`config.mk`:
```
export PLATFORM = sky130hd
export DESIGN_NAME = scard_iso7816_uart
export DESIGN_NICKNAME = d
export VERILOG_FILES = /design/src/rtl/scard_iso7816_uart.sv
export SDC_FILE = /design/constraint.sdc
export NUM_CORES = 1
export LEC_CHECK = 0
export ABC_AREA = 1
export CORE_MARGIN = 2
export CORE_UTILIZATION = 35
export DETAILED_ROUTE_END_ITERATION = 8
export SYNTH_ARGS = -nofsm -noshare
export SYNTH_HDL_FRONTEND = slang
export SYNTH_SLANG_ARGS = --single-unit
export TNS_END_PERCENT = 50
```
`constraint.sdc`:
```
create_clock -name clk -period 3 [get_ports clk]
set_input_delay 0.6 -clock clk [delete_from_list [all_inputs] [get_ports clk]]
set_output_delay 0.6 -clock clk [all_outputs]
set_load 0.01 [all_outputs]
```
`src/rtl/scard_iso7816_uart.sv`:
```
// scard_iso7816_uart
//   Character-level ISO 7816-3 T=0 half-duplex transceiver for the smartcard
//   I/O contact. It runs on the card clock, so all ETU timing is counted in
//   card clocks. It handles start/parity framing, guard time, the error-signal
//   handshake and automatic retransmission.
//
// Ports
//   clk, rstnin        card clock; synchronous active-low reset
//   tx_data/valid/ready  character handshake toward the card
//   tx_done / tx_err   one-cycle pulses: sent cleanly / retries exhausted
//   rx_data/rx_valid   received character; rx_data is held until the next rx_valid
//   rx_parity_err      one-cycle pulse: bad parity, error signal was issued
//   io_in              raw card_io pad level (asynchronous)
//   io_drive_low       1 = pull card_io low, 0 = release
//   busy               FSM not in IDLE
//
// Optional feature: define SCARD_INVERSE_CONV_EN to add input conv_inverse.
//   conv_inverse is sampled in IDLE. When it is 1, the block uses the inverse
//   convention: data bits are sent MSB-first and inverted.
module scard_iso7816_uart #(
  parameter int ETU_CYCLES = 372,  // 8..4095
  parameter int GUARD_ETU  = 2,
  parameter int MAX_RETRY  = 3     // <= 15
) (
  input  logic       clk,
  input  logic       rstnin,
  input  logic [7:0] tx_data,
  input  logic       tx_valid,
  output logic       tx_ready,
  output logic       tx_done,
  output logic       tx_err,
  output logic [7:0] rx_data,
  output logic       rx_valid,
  output logic       rx_parity_err,
  input  logic       io_in,
  output logic       io_drive_low,
  output logic       busy
`ifdef SCARD_INVERSE_CONV_EN
  ,
  input  logic       conv_inverse
`endif
);

  typedef enum logic [2:0] {
    IDLE, TX_BITS, TX_CHK, TX_GUARD, RX_START, RX_BITS, RX_ERRSIG, RX_GUARD
  } state_e;

  localparam logic [11:0] ETU_LAST  = 12'(ETU_CYCLES - 1);
  localparam logic [11:0] ETU_HALF  = 12'(ETU_CYCLES / 2);
  localparam logic [4:0]  TX_END    = 5'(10 + GUARD_ETU);
  localparam logic [3:0]  RETRY_MAX = 4'(MAX_RETRY);

  state_e      state_q, state_d;
  logic [11:0] etu_q, etu_d, etu_nx;
  logic [4:0]  bit_idx_q, bit_idx_d, bit_nx;
  logic [7:0]  tx_sh_q, tx_sh_d, rx_sh_q, rx_sh_d, rx_data_q, rx_data_d;
  logic [3:0]  retry_q, retry_d;
  logic        par_q, par_d, inv_q, inv_d;
  logic        rtx_q, rtx_d, wait_hi_q, wait_hi_d;
  logic        drive_q, drive_d, rdy_q, rdy_d, busy_q, busy_d;
  logic        tx_done_q, tx_done_d, tx_err_q, tx_err_d;
  logic        rx_valid_q, rx_valid_d, rx_perr_q, rx_perr_d;
  logic        io_s1_q, io_s1_d, io_sync_q, io_sync_d, io_prev_q, io_prev_d;
  logic        fall, etu_wrap;

  // Line level for TX bit slot idx: 0 = start, 1..8 = data, 9 = parity.
  // The parity slot always carries ^d. Inverting all 8 data bits does not
  // change their XOR, so the line has even parity in both conventions.
  function automatic logic tx_line(input logic [7:0] d, input logic [4:0] idx,
                                   input logic inv);
    logic [2:0] k;
    tx_line = 1'b0;
    k = 3'(idx - 5'd1);
    if (idx >= 5'd1 && idx <= 5'd8) tx_line = inv ? ~d[3'd7 - k] : d[k];
    else if (idx == 5'd9)           tx_line = ^d;
  endfunction

  assign fall     = io_prev_q & ~io_sync_q;
  assign etu_wrap = (etu_q == ETU_LAST);
  assign etu_nx   = etu_wrap ? 12'd0 : etu_q + 12'd1;
  assign bit_nx   = bit_idx_q + {4'd0, etu_wrap};

  always_comb begin
    state_d    = state_q;
    etu_d      = etu_nx;
    bit_idx_d  = bit_nx;
    tx_sh_d    = tx_sh_q;
    rx_sh_d    = rx_sh_q;
    rx_data_d  = rx_data_q;
    retry_d    = retry_q;
    par_d      = par_q;
    inv_d      = inv_q;
    rtx_d      = rtx_q;
    wait_hi_d  = wait_hi_q;
    drive_d    = 1'b0;
    tx_done_d  = 1'b0;
    tx_err_d   = 1'b0;
    rx_valid_d = 1'b0;
    rx_perr_d  = 1'b0;
    io_s1_d    = io_in;
    io_sync_d  = io_s1_q;
    io_prev_d  = io_sync_q;
    case (state_q)
      IDLE: begin
        etu_d     = 12'd0;
        bit_idx_d = 5'd0;
`ifdef SCARD_INVERSE_CONV_EN
        inv_d = conv_inverse;
`else
        inv_d = 1'b0;
`endif
        if (fall) begin
          // The fall is seen one cycle late, so time starts at 1.
          state_d = RX_START;
          etu_d   = 12'd1;
          par_d   = 1'b0;
        end else if (tx_valid && tx_ready) begin
          state_d = TX_BITS;
          tx_sh_d = tx_data;
          drive_d = 1'b1;  // start bit
        end
      end
      TX_BITS: begin
        if (bit_nx == 5'd10) state_d = TX_CHK;
        else drive_d = ~tx_line(tx_sh_q, bit_nx, inv_q);
      end
      TX_CHK: begin
        if (bit_nx == 5'd11) begin
          state_d = TX_GUARD;
          rtx_d   = 1'b0;
          if (io_sync_q) begin
            tx_done_d = 1'b1;
            retry_d   = 4'd0;
          end else if (retry_q < RETRY_MAX) begin
            retry_d   = retry_q + 4'd1;
            rtx_d     = 1'b1;
            wait_hi_d = 1'b1;
          end else begin
            tx_err_d = 1'b1;
            retry_d  = 4'd0;
          end
        end
      end
      TX_GUARD: begin
        if (rtx_q) begin
          // Retry: hold the counters at zero while the card holds the line
          // low, then wait 2 ETU and resend from the start bit.
          if (wait_hi_q) begin
            etu_d     = 12'd0;
            bit_idx_d = 5'd0;
            if (io_sync_q) wait_hi_d = 1'b0;
          end else if (bit_nx == 5'd2) begin
            state_d   = TX_BITS;
            etu_d     = 12'd0;
            bit_idx_d = 5'd0;
            rtx_d     = 1'b0;
            drive_d   = 1'b1;
          end
        end else if (bit_nx == TX_END) begin
          state_d = IDLE;
        end
      end
      RX_START: begin
        if (etu_nx == ETU_HALF) state_d = io_sync_q ? IDLE : RX_BITS;
      end
      RX_BITS: begin
        if (etu_nx == ETU_HALF) begin
          if (bit_nx == 5'd9) begin
            if ((par_q ^ io_sync_q) == 1'b0) begin
              rx_data_d  = rx_sh_q;
              rx_valid_d = 1'b1;
              state_d    = RX_GUARD;
            end else begin
              state_d = RX_ERRSIG;
            end
          end else begin
            par_d   = par_q ^ io_sync_q;
            rx_sh_d = inv_q ? {rx_sh_q[6:0], ~io_sync_q} : {io_sync_q, rx_sh_q[7:1]};
          end
        end
      end
      RX_ERRSIG: begin
        drive_d = drive_q;
        if (etu_nx == ETU_HALF) begin
          if (bit_nx == 5'd10) drive_d = 1'b1;
          else if (bit_nx == 5'd11) begin
            drive_d   = 1'b0;
            rx_perr_d = 1'b1;
            state_d   = RX_GUARD;
          end
        end
      end
      RX_GUARD: begin
        if (bit_nx == 5'd12) state_d = IDLE;
      end
      default: state_d = IDLE;
    endcase
    rdy_d  = (state_d == IDLE);
    busy_d = (state_d != IDLE);
  end

  always_ff @(posedge clk) begin
    if (!rstnin) begin
      state_q    <= IDLE;
      etu_q      <= 12'd0;
      bit_idx_q  <= 5'd0;
      tx_sh_q    <= 8'h00;
      rx_sh_q    <= 8'h00;
      rx_data_q  <= 8'h00;
      retry_q    <= 4'd0;
      par_q      <= 1'b0;
      inv_q      <= 1'b0;
      rtx_q      <= 1'b0;
      wait_hi_q  <= 1'b0;
      drive_q    <= 1'b0;
      rdy_q      <= 1'b0;
      busy_q     <= 1'b0;
      tx_done_q  <= 1'b0;
      tx_err_q   <= 1'b0;
      rx_valid_q <= 1'b0;
      rx_perr_q  <= 1'b0;
      io_s1_q    <= 1'b1;
      io_sync_q  <= 1'b1;
      io_prev_q  <= 1'b1;
    end else begin
      state_q    <= state_d;
      etu_q      <= etu_d;
      bit_idx_q  <= bit_idx_d;
      tx_sh_q    <= tx_sh_d;
      rx_sh_q    <= rx_sh_d;
      rx_data_q  <= rx_data_d;
      retry_q    <= retry_d;
      par_q      <= par_d;
      inv_q      <= inv_d;
      rtx_q      <= rtx_d;
      wait_hi_q  <= wait_hi_d;
      drive_q    <= drive_d;
      rdy_q      <= rdy_d;
      busy_q     <= busy_d;
      tx_done_q  <= tx_done_d;
      tx_err_q   <= tx_err_d;
      rx_valid_q <= rx_valid_d;
      rx_perr_q  <= rx_perr_d;
      io_s1_q    <= io_s1_d;
      io_sync_q  <= io_sync_d;
      io_prev_q  <= io_prev_d;
    end
  end

  // A fall seen in IDLE takes priority over a new TX character.
  assign tx_ready      = rdy_q & ~fall;
  assign tx_done       = tx_done_q;
  assign tx_err        = tx_err_q;
  assign rx_data       = rx_data_q;
  assign rx_valid      = rx_valid_q;
  assign rx_parity_err = rx_perr_q;
  assign io_drive_low  = drive_q;
  assign busy          = busy_q;

endmodule

```
==> impl_metrics.py, run 1 <==
metrics = {
    "floorplan": {
        "rows": 34,
        "dieWidth_um": 99.6,
        "start_util": 0.363,
        "core_area_sq_mm": 0.00881,
        "dieArea_sq_mm": 0.00993,
        "fp.dieH_um": 99.6,
        "num_io_pins": 27,
    },
    "synthesis": {
        "synth-seq-area-share": 0.382,
        "syn_inst": 456,
        "synth_ff_type": "dfxtp_1",
        "syn_nets": 478,
        "yosysWarnings": 0,
        "synth_area_sq_mm": 0.00320,
        "async_reset_ff_frac": 0,
        "synth_seq_cells": 61,
        "synth_cell_type_count": 36,
        "synth-edff-count": 0,
        "avgSynthCellArea_sq_um": 7.02,
    },
    "global_route": {
        "grt_usage": 0.147,
        "grt_pass1_wl_um": 11800,
        "grt_pass1_vias": 2740,
        "overflow": 0,
        "antenna_found_initial": 0,
        "grt_max_degree": 22,
    },
    "power_and_ir_drop": {
        "vdd_ir_drop_max_mv": 0.342,
        "power_leakage_nw": 1.50,
        "power_density_mw_per_mm2": 468,
        "power_mw": 1.82,
    },
    "sta": {
        "rsz0062_at_grt": "no",
        "worst_slack_ns": 0.248,
        "final_max_slew_viol_count": 0,
        "fin_setup_tns_ns": 0,
        "fin_skew_ns": 0.00920,
        "finalCriticalPeriod_ns": 2.75,
        "worst_slew_pin_slew_ns": 0.602,
        "finalCritPeriodShare": 0.917,
        "setup_viol": 0,
        "fmax_mhz": 363,
        "slew_headroom": 0.596,
        "finalHoldViolCount": 0,
    },
    "worst_setup_path": {
        "start_kind": "register",
        "cp.required_ns": 3.22,
        "cp_max_fo": 4,
        "crit_path_cell_trace": "ha_4 -> nand3_1 -> nor4_4 -> ha_2 -> ha_1 -> inv_1 -> buf_4 -> ha_1 -> nand4_1 -> nand2_1 -> nand2_1 -> nor2_1 -> nand2_1 -> nor2_1 -> nand3_2 -> nor2_1 -> nor2_1",
        "crit_slowest_cell": "dfxtp_1",
        "cpMostUsedCell": "nor2_1",
        "cp.arrival_ns": 2.97,
        "cpPeakStageDelay_ns": 0.39,
        "end_kind": "register",
        "path_class": "register to register",
    },
    "hold_path": {
        "min_path_type": "register to register",
    },
    "drt": {
        "dr.pass1.iters": 4,
        "via_count": 2883,
        "via_per_inst": 4.73,
        "wire_per_inst_um": 11.1,
        "wirelength_um": 6770,
        "drt_iter0_markers": 96,
        "drc": 0,
        "postRouteAntennaNets": 0,
    },
    "layout": {
        "areaGrowthSynthToFinish_pct": 21.3,
        "nets": 519,
        "utilization": 0.441,
        "diodes": 0,
        "drive_above_1_share": 0.149,
        "final_common_cell": "nand2_1",
        "finalInstanceArea_sq_mm": 0.00388,
        "final_cell_mix": "nand2_1 (94), nor2_1 (71), inv_1 (62)",
    },
    "place": {
        "gp_congestion": 0.878,
        "place_area_sq_mm": 0.00364,
        "dp_hpwl_um": 5100,
        "dpl_worst_slack_ns": -0.0667,
        "port_buffers": 26,
    },
    "clock_network": {
        "ctsHtreeMaxLevel": 3,
        "clkTransAtPathRegs_ns": 0.08,
        "numClockSinks": 61,
        "clock_path_buffers": 2,
        "clkLatencyLatePin_ns": 0.35,
        "cts_inserted_buffers": 9,
        "cts_root_buf": "clkbuf_8",
        "hold_buffers": 0,
        "cts_tree": "yes",
    },
    "status": {
        "status": "completed",
    },
    "flow_run": {
        "drv_cap": 0,
    },
}
-- synthesized netlist by cell type (6+ instances only) --
| cell type | n | area [sq um] |
|---|---|---|
| nand2_1 | 95 | 357 |
| nor2_1 | 74 | 278 |
| inv_1 | 64 | 240 |
| dfxtp_1 | 61 | 1220 |
| o21ai_0 | 25 | 125 |
| a21oi_1 | 21 | 105 |
| nand3_1 | 21 | 105 |
| nor3_1 | 15 | 75.1 |
| ha_1 | 10 | 125 |
| a211oi_2 | 8 | 100 |
| nand4_1 | 8 | 50.1 |
| xnor2_1 | 7 | 61.3 |
| clkbuf_1 | 6 | 22.5 |
-- flip-flops by register name, summed over array words and instances, names as in the netlist, 3 cells and up --
| name | count |
|---|---|
| tx_sh_q | 8 |
| state_q | 3 |
| bit_idx_q | 5 |
| rx_sh_q | 8 |
| retry_q | 4 |
| rx_data | 8 |
| etu_q | 12 |
-- area by class of cell --
| class | instances | area [sq um] |
|---|---|---|
| Clock buffer | 9 | 124 |
| Clock inverter | 7 | 51.3 |
| Fill cell | 907 | 4920 |
| Inverter | 69 | 262 |
| Multi-Input combinational cell | 318 | 1730 |
| Sequential cell | 61 | 1220 |
| Tap cell | 108 | 135 |
| Timing Repair Buffer | 38 | 350 |
-- worst max-delay path: cells and delay by family (launching register included) --
kind                     cells  cell delay, ns
AND/OR/NAND/NOR             11            1.21
adder cells (fa/ha/maj)      4            0.83
flip-flops                   1            0.39
buffers and inverters        2            0.21
-- timing repair --
action | CTS | global route
setup endpoints to repair | 10 | 19
cloned | 0 | 0
setup buffers | 0 | 1
gates resized for setup | 4 | 13
pin swaps | 0 | 4
-- routing by layer --
layer / share of wire / GRT usage / wire, um / vias to the layer above
met1: 0.47 / 0.169 / 3150 / 1300
met5: 0 / 0 / 0 / -
met2: 0.47 / 0.257 / 3210 / 42
li1: - / - / - / 1527
met4: 0.026 / 0.0717 / 177 / 0
met3: 0.034 / 0.0309 / 227 / 14
-- per-stage QoR --
stage | cells | hold WS (ns)
after floorplan | 456 | 0.393
after global placement | 593 | 0.400
after CTS | 609 | 0.430
final | 610 | 0.431
after global routing | 610 | 0.440
after detailed placement | 593 | 0.401
-- logic make-up (layout without fill, tap and decap cells) --
logic type / after synthesis / after routing / synth area share
fa+ha+maj: 10 / 10 / 0.0391
xor+xnor: 9 / 9 / 0.0246
compound gates: 62 / 62 / 0.121
buf+inv: 77 / 123 / 0.0938
simple gates: 237 / 237 / 0.340
flops: 61 / 61 / 0.382
-- final timing paths --
path,startpoint,end,slack [ns],cells past startpoint
worst max-delay path,etu_q[1],busy,0.25,17
worst min-delay path,io_s1_q,io_prev_d,0.43,1
worst max register to register,etu_q[1],busy,0.25,17
worst min register to register,io_s1_q,io_prev_d,0.43,1
-- where the power goes --
group	leakage [nW]	switching [mW]	total, mW	internal, mW
logic	0.921	0.157	0.280	0.123
clock network	0.0856	0.355	0.656	0.301
registers	0.495	0.0321	0.882	0.850
total	1.50	0.544	1.82	1.27
Note: power is estimated with default switching activity, not from simulation.
==> run 2: changes to the inputs <==
Settings changed: MAX_ROUTING_LAYER set to met4, SKIP_LAST_GASP set to 1.
==> run 2 against run 1 <==
Final cell count did not move. Sequential share of layout area barely moved. Sequential power barely moved. Combinational power barely moved. Largest cell class unchanged. Maximum frequency barely moved. Largest power group unchanged. Power barely moved. Worst setup slack got worse by 0.0014 ns. Clock skew rose by 0.0030 ns. Highest routed layer unchanged. Final area barely moved. First-iteration DRC count rose by 42%. Wire length rose by 0.31%.
==> impl_metrics.py, run 2 (synthesized netlist as in run 1, its figures left out) <==
metrics = {
    "worst_setup_path": {
        "cp_max_fo": 4,
        "cp.arrival_ns": 2.97,
        "rrSetupSlack_ns": 0.25,
        "reg2reg_depth": 17,
        "r2r-end": "busy",
        "reg2reg_from": "etu_q[1]",
        "cp.required_ns": 3.21,
        "start_kind": "register",
        "path_class": "register to register",
        "end_kind": "register",
    },
    "flow_run": {
        "drv_cap": 0,
    },
    "power_and_ir_drop": {
        "power_leakage_nw": 1.50,
        "power.switching_mw": 0.545,
        "p_sw_frac": 0.299,
        "p_seq_frac": 0.485,
        "comb_power_share": 0.154,
        "power_density_mw_per_mm2": 469,
        "p_clk_frac": 0.362,
        "vdd_ir_drop_max_mv": 0.343,
        "intPower_mw": 1.27,
    },
    "clock_network": {
        "clkLatencyLatePin_ns": 0.35,
        "hold_buffers": 0,
        "cts_root_buf": "clkbuf_8",
        "clock_path_buffers": 2,
        "cts_tree": "yes",
        "numClockSinks": 61,
        "clkTransAtPathRegs_ns": 0.08,
        "cts_inserted_buffers": 9,
        "ctsHtreeMaxLevel": 3,
    },
    "sta": {
        "final_max_slew_viol_count": 0,
        "finalCriticalPeriod_ns": 2.75,
        "rsz0062_at_grt": "no",
        "fin_setup_tns_ns": 0,
        "finalCritPeriodShare": 0.918,
        "worst_slew_pin_slew_ns": 0.607,
        "finalHoldViolCount": 0,
        "fmax_mhz": 363,
        "slew_headroom": 0.593,
        "fin_skew_ns": 0.0122,
        "setup_viol": 0,
    },
    "global_route": {
        "overflow": 0,
        "grt_usage": 0.151,
        "grt_pass1_wl_um": 11800,
        "grt_pass1_vias": 2751,
        "antenna_found_initial": 0,
        "grt_max_degree": 22,
    },
    "drt": {
        "dr.pass1.iters": 4,
        "drc": 0,
        "via_count": 2868,
        "drt_iter0_markers": 136,
        "postRouteAntennaNets": 0,
        "wirelength_um": 6790,
        "via_per_inst": 4.70,
        "wire_per_inst_um": 11.1,
    },
    "floorplan": {
        "num_io_pins": 27,
        "dieWidth_um": 99.6,
        "dieArea_sq_mm": 0.00993,
        "core_area_sq_mm": 0.00881,
        "fp.dieH_um": 99.6,
        "rows": 34,
        "start_util": 0.363,
    },
    "place": {
        "gp_congestion": 0.893,
        "dp_hpwl_um": 5100,
        "port_buffers": 26,
    },
    "layout": {
        "drive_above_1_share": 0.149,
        "utilization": 0.441,
        "diodes": 0,
        "regMostFlops": "etu_q",
        "final_common_cell": "nand2_1",
        "final_cell_mix": "nand2_1 (94), nor2_1 (71), inv_1 (63)",
        "areaGrowthSynthToFinish_pct": 21.3,
        "largest_reg_flops": 12,
        "nets": 519,
        "fillers": 906,
    },
    "hold_path": {
        "min_path_type": "register to register",
        "hp-start": "io_s1_q",
        "min_path_cells": 1,
        "hold_end": "io_prev_d",
    },
    "status": {
        "status": "completed",
    },
}
[run 2: routing by layer]
layer  GRT usage  part of all wire
met1       0.170              0.47
met2       0.257              0.47
met3      0.0379             0.036
met4      0.0590             0.018
met5           -                 0
[run 2: metrics by stage]
stage / cells / power (mW) / setup slack, ns / hold WS (ns) / instance area, sq um
after floorplan: 456 / 1.09 / 0.266 / 0.393 / 3200
after global placement: 593 / 1.18 / 0.121 / 0.400 / 3640
after detailed placement: 593 / 1.18 / -0.0667 / 0.401 / 3640
after CTS: 609 / 1.84 / 0.00240 / 0.430 / 3830
after global routing: 610 / 1.92 / 0.00192 / 0.440 / 3880
final: 610 / 1.82 / 0.247 / 0.432 / 3880
[run 2: worst max-delay path by stage]
stage | start | to | slack (ns)
6_report | etu_q[1] | busy | 0.25
2_1_floorplan | etu_q[0] | rx_data[7] | 0.27
5_1_grt | etu_q[1] | busy | 0.002
3_3_place_gp | etu_q[0] | busy | 0.12
4_1_cts | etu_q[0] | busy | 0.002
3_5_place_dp | etu_q[0] | rx_data[6] | -0.07
[run 2: final cells by class]
type | instances | area (sq um) | share of cell area
multi-input cells | 318 | 1730 | 0.447
flip-flops and latches | 61 | 1230 | 0.316
repair buffers | 38 | 350 | 0.0902
inverters | 69 | 262 | 0.0674
well taps | 108 | 135 | 0.0348
clock buffers | 9 | 124 | 0.0319
clock inverters | 7 | 51.3 | 0.0132
[run 2: power by group through the flow]
stage / combinational, mW / sequential [mW] / clock (mW)
6_report: 0.280 / 0.882 / 0.658
5_1_grt: 0.322 / 0.887 / 0.709
4_1_cts: 0.278 / 0.880 / 0.682
3_5_place_dp: 0.276 / 0.899 / 0
3_3_place_gp: 0.277 / 0.898 / 0
2_1_floorplan: 0.196 / 0.896 / 0
[run 2: worst max-delay path: stages, from the launching register on]
cell	delay [ns]
dfxtp_1	0.39
ha_4	0.17
nand3_1	0.12
nor4_4	0.16
ha_2	0.23
ha_1	0.27
inv_1	0.09
buf_4	0.12
ha_1	0.16
nand4_1	0.16
nand2_1	0.14
nand2_1	0.06
nor2_1	0.10
nand2_1	0.06
nor2_1	0.13
nand3_2	0.12
nor2_1	0.11
nor2_1	0.04
[run 2: repair_timing]
| item | 4_1_cts | 5_1_grt |
|---|---|---|
| pin swaps | 0 | 4 |
| setup buffers | 0 | 1 |
| resized for setup | 4 | 13 |
| setup endpoints to repair | 10 | 19 |
==> run 3: changes to the inputs <==
--- a/config.mk
+++ b/config.mk
@@ -8,6 +8,9 @@
 export ABC_AREA = 1
+export CELL_PAD_IN_SITES_DETAIL_PLACEMENT = 2
+export CELL_PAD_IN_SITES_GLOBAL_PLACEMENT = 2
 export CORE_MARGIN = 2
-export CORE_UTILIZATION = 35
+export CORE_UTILIZATION = 33
 export DETAILED_ROUTE_END_ITERATION = 8
 export MAX_ROUTING_LAYER = met4
+export PLACE_DENSITY_LB_ADDON = 0.1
 export SKIP_LAST_GASP = 1
--- a/constraint.sdc
+++ b/constraint.sdc
@@ -3,2 +3,2 @@
 set_output_delay 0.6 -clock clk [all_outputs]
-set_load 0.01 [all_outputs]
+set_load 0.05 [all_outputs]
==> run 3 against run 2 <==
Clock power is 20% higher. Combinational power is 23% higher. Worst setup slack worse by 0.091 ns. Sequential cell count stayed put. Die area is 5.8% higher. Count of clock-buffer cells in the layout is 4 higher. Critical path depth is 1 higher. Clock skew is 0.0019 ns lower. Power is 11% higher. Via count is 8.3% higher. Sequential power hardly changed. Critical path type unchanged. Critical endpoint is now io_drive_low.
==> impl_metrics.py, run 3 (synthesized netlist as in run 1, its figures left out) <==
metrics = {
    "layout": {
        "fillers": 1117,
        "diodes": 0,
        "largest_reg_flops": 12,
        "final_cell_mix": "nand2_1 (93), nor2_1 (69), dfxtp_1 (60)",
        "fin_cells": 637,
        "drive_above_1_share": 0.169,
        "areaGrowthSynthToFinish_pct": 25.0,
        "nets": 525,
        "seqCellArea_sq_mm": 0.00122,
        "final_common_cell": "nand2_1",
        "multi_input_area_sq_mm": 0.00175,
        "regMostFlops": "etu_q",
        "utilization": 0.429,
    },
    "sta": {
        "rsz0062_at_grt": "yes",
        "final_max_slew_viol_count": 0,
        "worst_slew_pin_slew_ns": 0.506,
        "fin_skew_ns": 0.0103,
        "fmax_mhz": 352,
        "finalCriticalPeriod_ns": 2.84,
        "finalHoldViolCount": 0,
        "finalCritPeriodShare": 0.948,
        "slew_headroom": 0.662,
        "setup_viol": 0,
    },
    "worst_setup_path": {
        "reg2reg_from": "etu_q[2]",
        "end_kind": "register",
        "cp.arrival_ns": 3.13,
        "cp-startpoint": "etu_q[2]",
        "start_kind": "register",
        "cp.required_ns": 3.28,
        "rrSetupSlack_ns": 0.16,
        "path_class": "register to register",
        "cp_max_fo": 5,
    },
    "clock_network": {
        "cts_root_buf": "clkbuf_8",
        "numClockSinks": 61,
        "cts_tree": "yes",
        "ctsHtreeMaxLevel": 3,
        "clock_path_buffers": 2,
        "clkLatencyLatePin_ns": 0.36,
        "clkTransAtPathRegs_ns": 0.07,
        "cts_inserted_buffers": 9,
        "hold_buffers": 0,
    },
    "floorplan": {
        "dieWidth_um": 102,
        "rows": 35,
        "core_area_sq_mm": 0.00933,
        "fp.dieH_um": 102,
        "num_io_pins": 27,
        "dieArea_sq_mm": 0.0105,
        "start_util": 0.343,
    },
    "global_route": {
        "overflow": 0,
        "met3_usage": 0.0431,
        "use_met2": 0.371,
        "grt_max_degree": 24,
        "grt_busiest_layer": "met2",
        "use_met1": 0.229,
        "grt_usage": 0.206,
        "antenna_found_initial": 0,
        "grt_pass1_wl_um": 16200,
        "grt_pass1_vias": 3355,
    },
    "place": {
        "dp_hpwl_um": 7120,
        "dp_cells": 619,
        "port_buffers": 26,
        "gp_congestion": 0.925,
    },
    "hold_path": {
        "hp-start": "io_s1_q",
        "min_path_type": "register to register",
    },
    "drt": {
        "postRouteAntennaNets": 0,
        "wire_per_inst_um": 15.2,
        "wirelength_um": 9710,
        "dr.pass1.iters": 4,
        "drt_iter0_markers": 39,
        "via_per_inst": 4.88,
        "via_count": 3106,
        "drc": 0,
    },
    "status": {
        "status": "completed",
    },
    "power_and_ir_drop": {
        "intPower_mw": 1.43,
        "p_clk_frac": 0.392,
        "vdd_ir_drop_max_mv": 0.255,
        "p_seq_frac": 0.438,
        "power_leakage_nw": 1.55,
        "comb_power_share": 0.170,
        "p_sw_frac": 0.289,
        "power_density_mw_per_mm2": 503,
        "power.switching_mw": 0.581,
    },
    "flow_run": {
        "drv_cap": 0,
    },
}
## run 3: path summary, 6_finish.rpt
check,cells after the start,endpoint
hold / removal,1,io_prev_d
setup / recovery,18,io_drive_low
hold reg to reg,1,io_prev_d
setup reg to reg,18,io_drive_low
## run 3: metal layers
layer / routed length (um) / share of wire
met5: 0 / 0
met4: 135 / 0.014
met3: 248 / 0.026
met2: 5100 / 0.53
met1: 4220 / 0.43
## run 3: critical path, cell delays in order, from the launching register on
cell     delay [ns]
dfxtp_1        0.35
inv_1          0.13
nand2_2        0.11
nor4_4         0.30
ha_2           0.27
ha_4           0.15
inv_1          0.04
nand2_1        0.09
nand2_2        0.12
nor2_4         0.18
inv_1          0.08
nor2_1         0.16
buf_4          0.16
inv_1          0.07
o22ai_2        0.17
nor2_1         0.06
o21ai_0        0.10
nand2_1        0.09
a21oi_1        0.12
## run 3: repair_timing
action / in CTS / in global routing
buffers inserted: 0 / 2
setup endpoints to repair: 10 / 32
resized for setup: 4 / 18
pin swaps: 0 / 7
## run 3: layout make-up
type	count	area share
well taps	129	0.0404
inverters	69	0.0654
clock inverters	3	0.0106
repair buffers	44	0.0988
flip-flops and latches	61	0.306
multi-input cells	318	0.437
clock buffers	13	0.0422
## run 3: power groups by stage
stage               combinational, mW  clock (mW)  sequential [mW]
finish                          0.343       0.788            0.880
CTS                             0.345       0.812            0.881
global placement                0.331           0            0.897
floorplan                       0.208           0            0.915
global route                    0.391       0.844            0.887
detailed placement              0.339           0            0.899
## run 3: metrics by stage
stage               worst slack, ns  cell area [sq um]  hold WS (ns)  power, mW  TNS [ns]
floorplan                     0.266               3200         0.393       1.12         0
global placement              0.192               3700         0.399       1.23         0
detailed placement           -0.108               3700         0.412       1.24    -0.745
CTS                          0.0216               3930         0.430       2.04         0
global route                -0.0732               4000         0.468       2.12    -0.153
finish                        0.155               4000         0.426       2.01         0
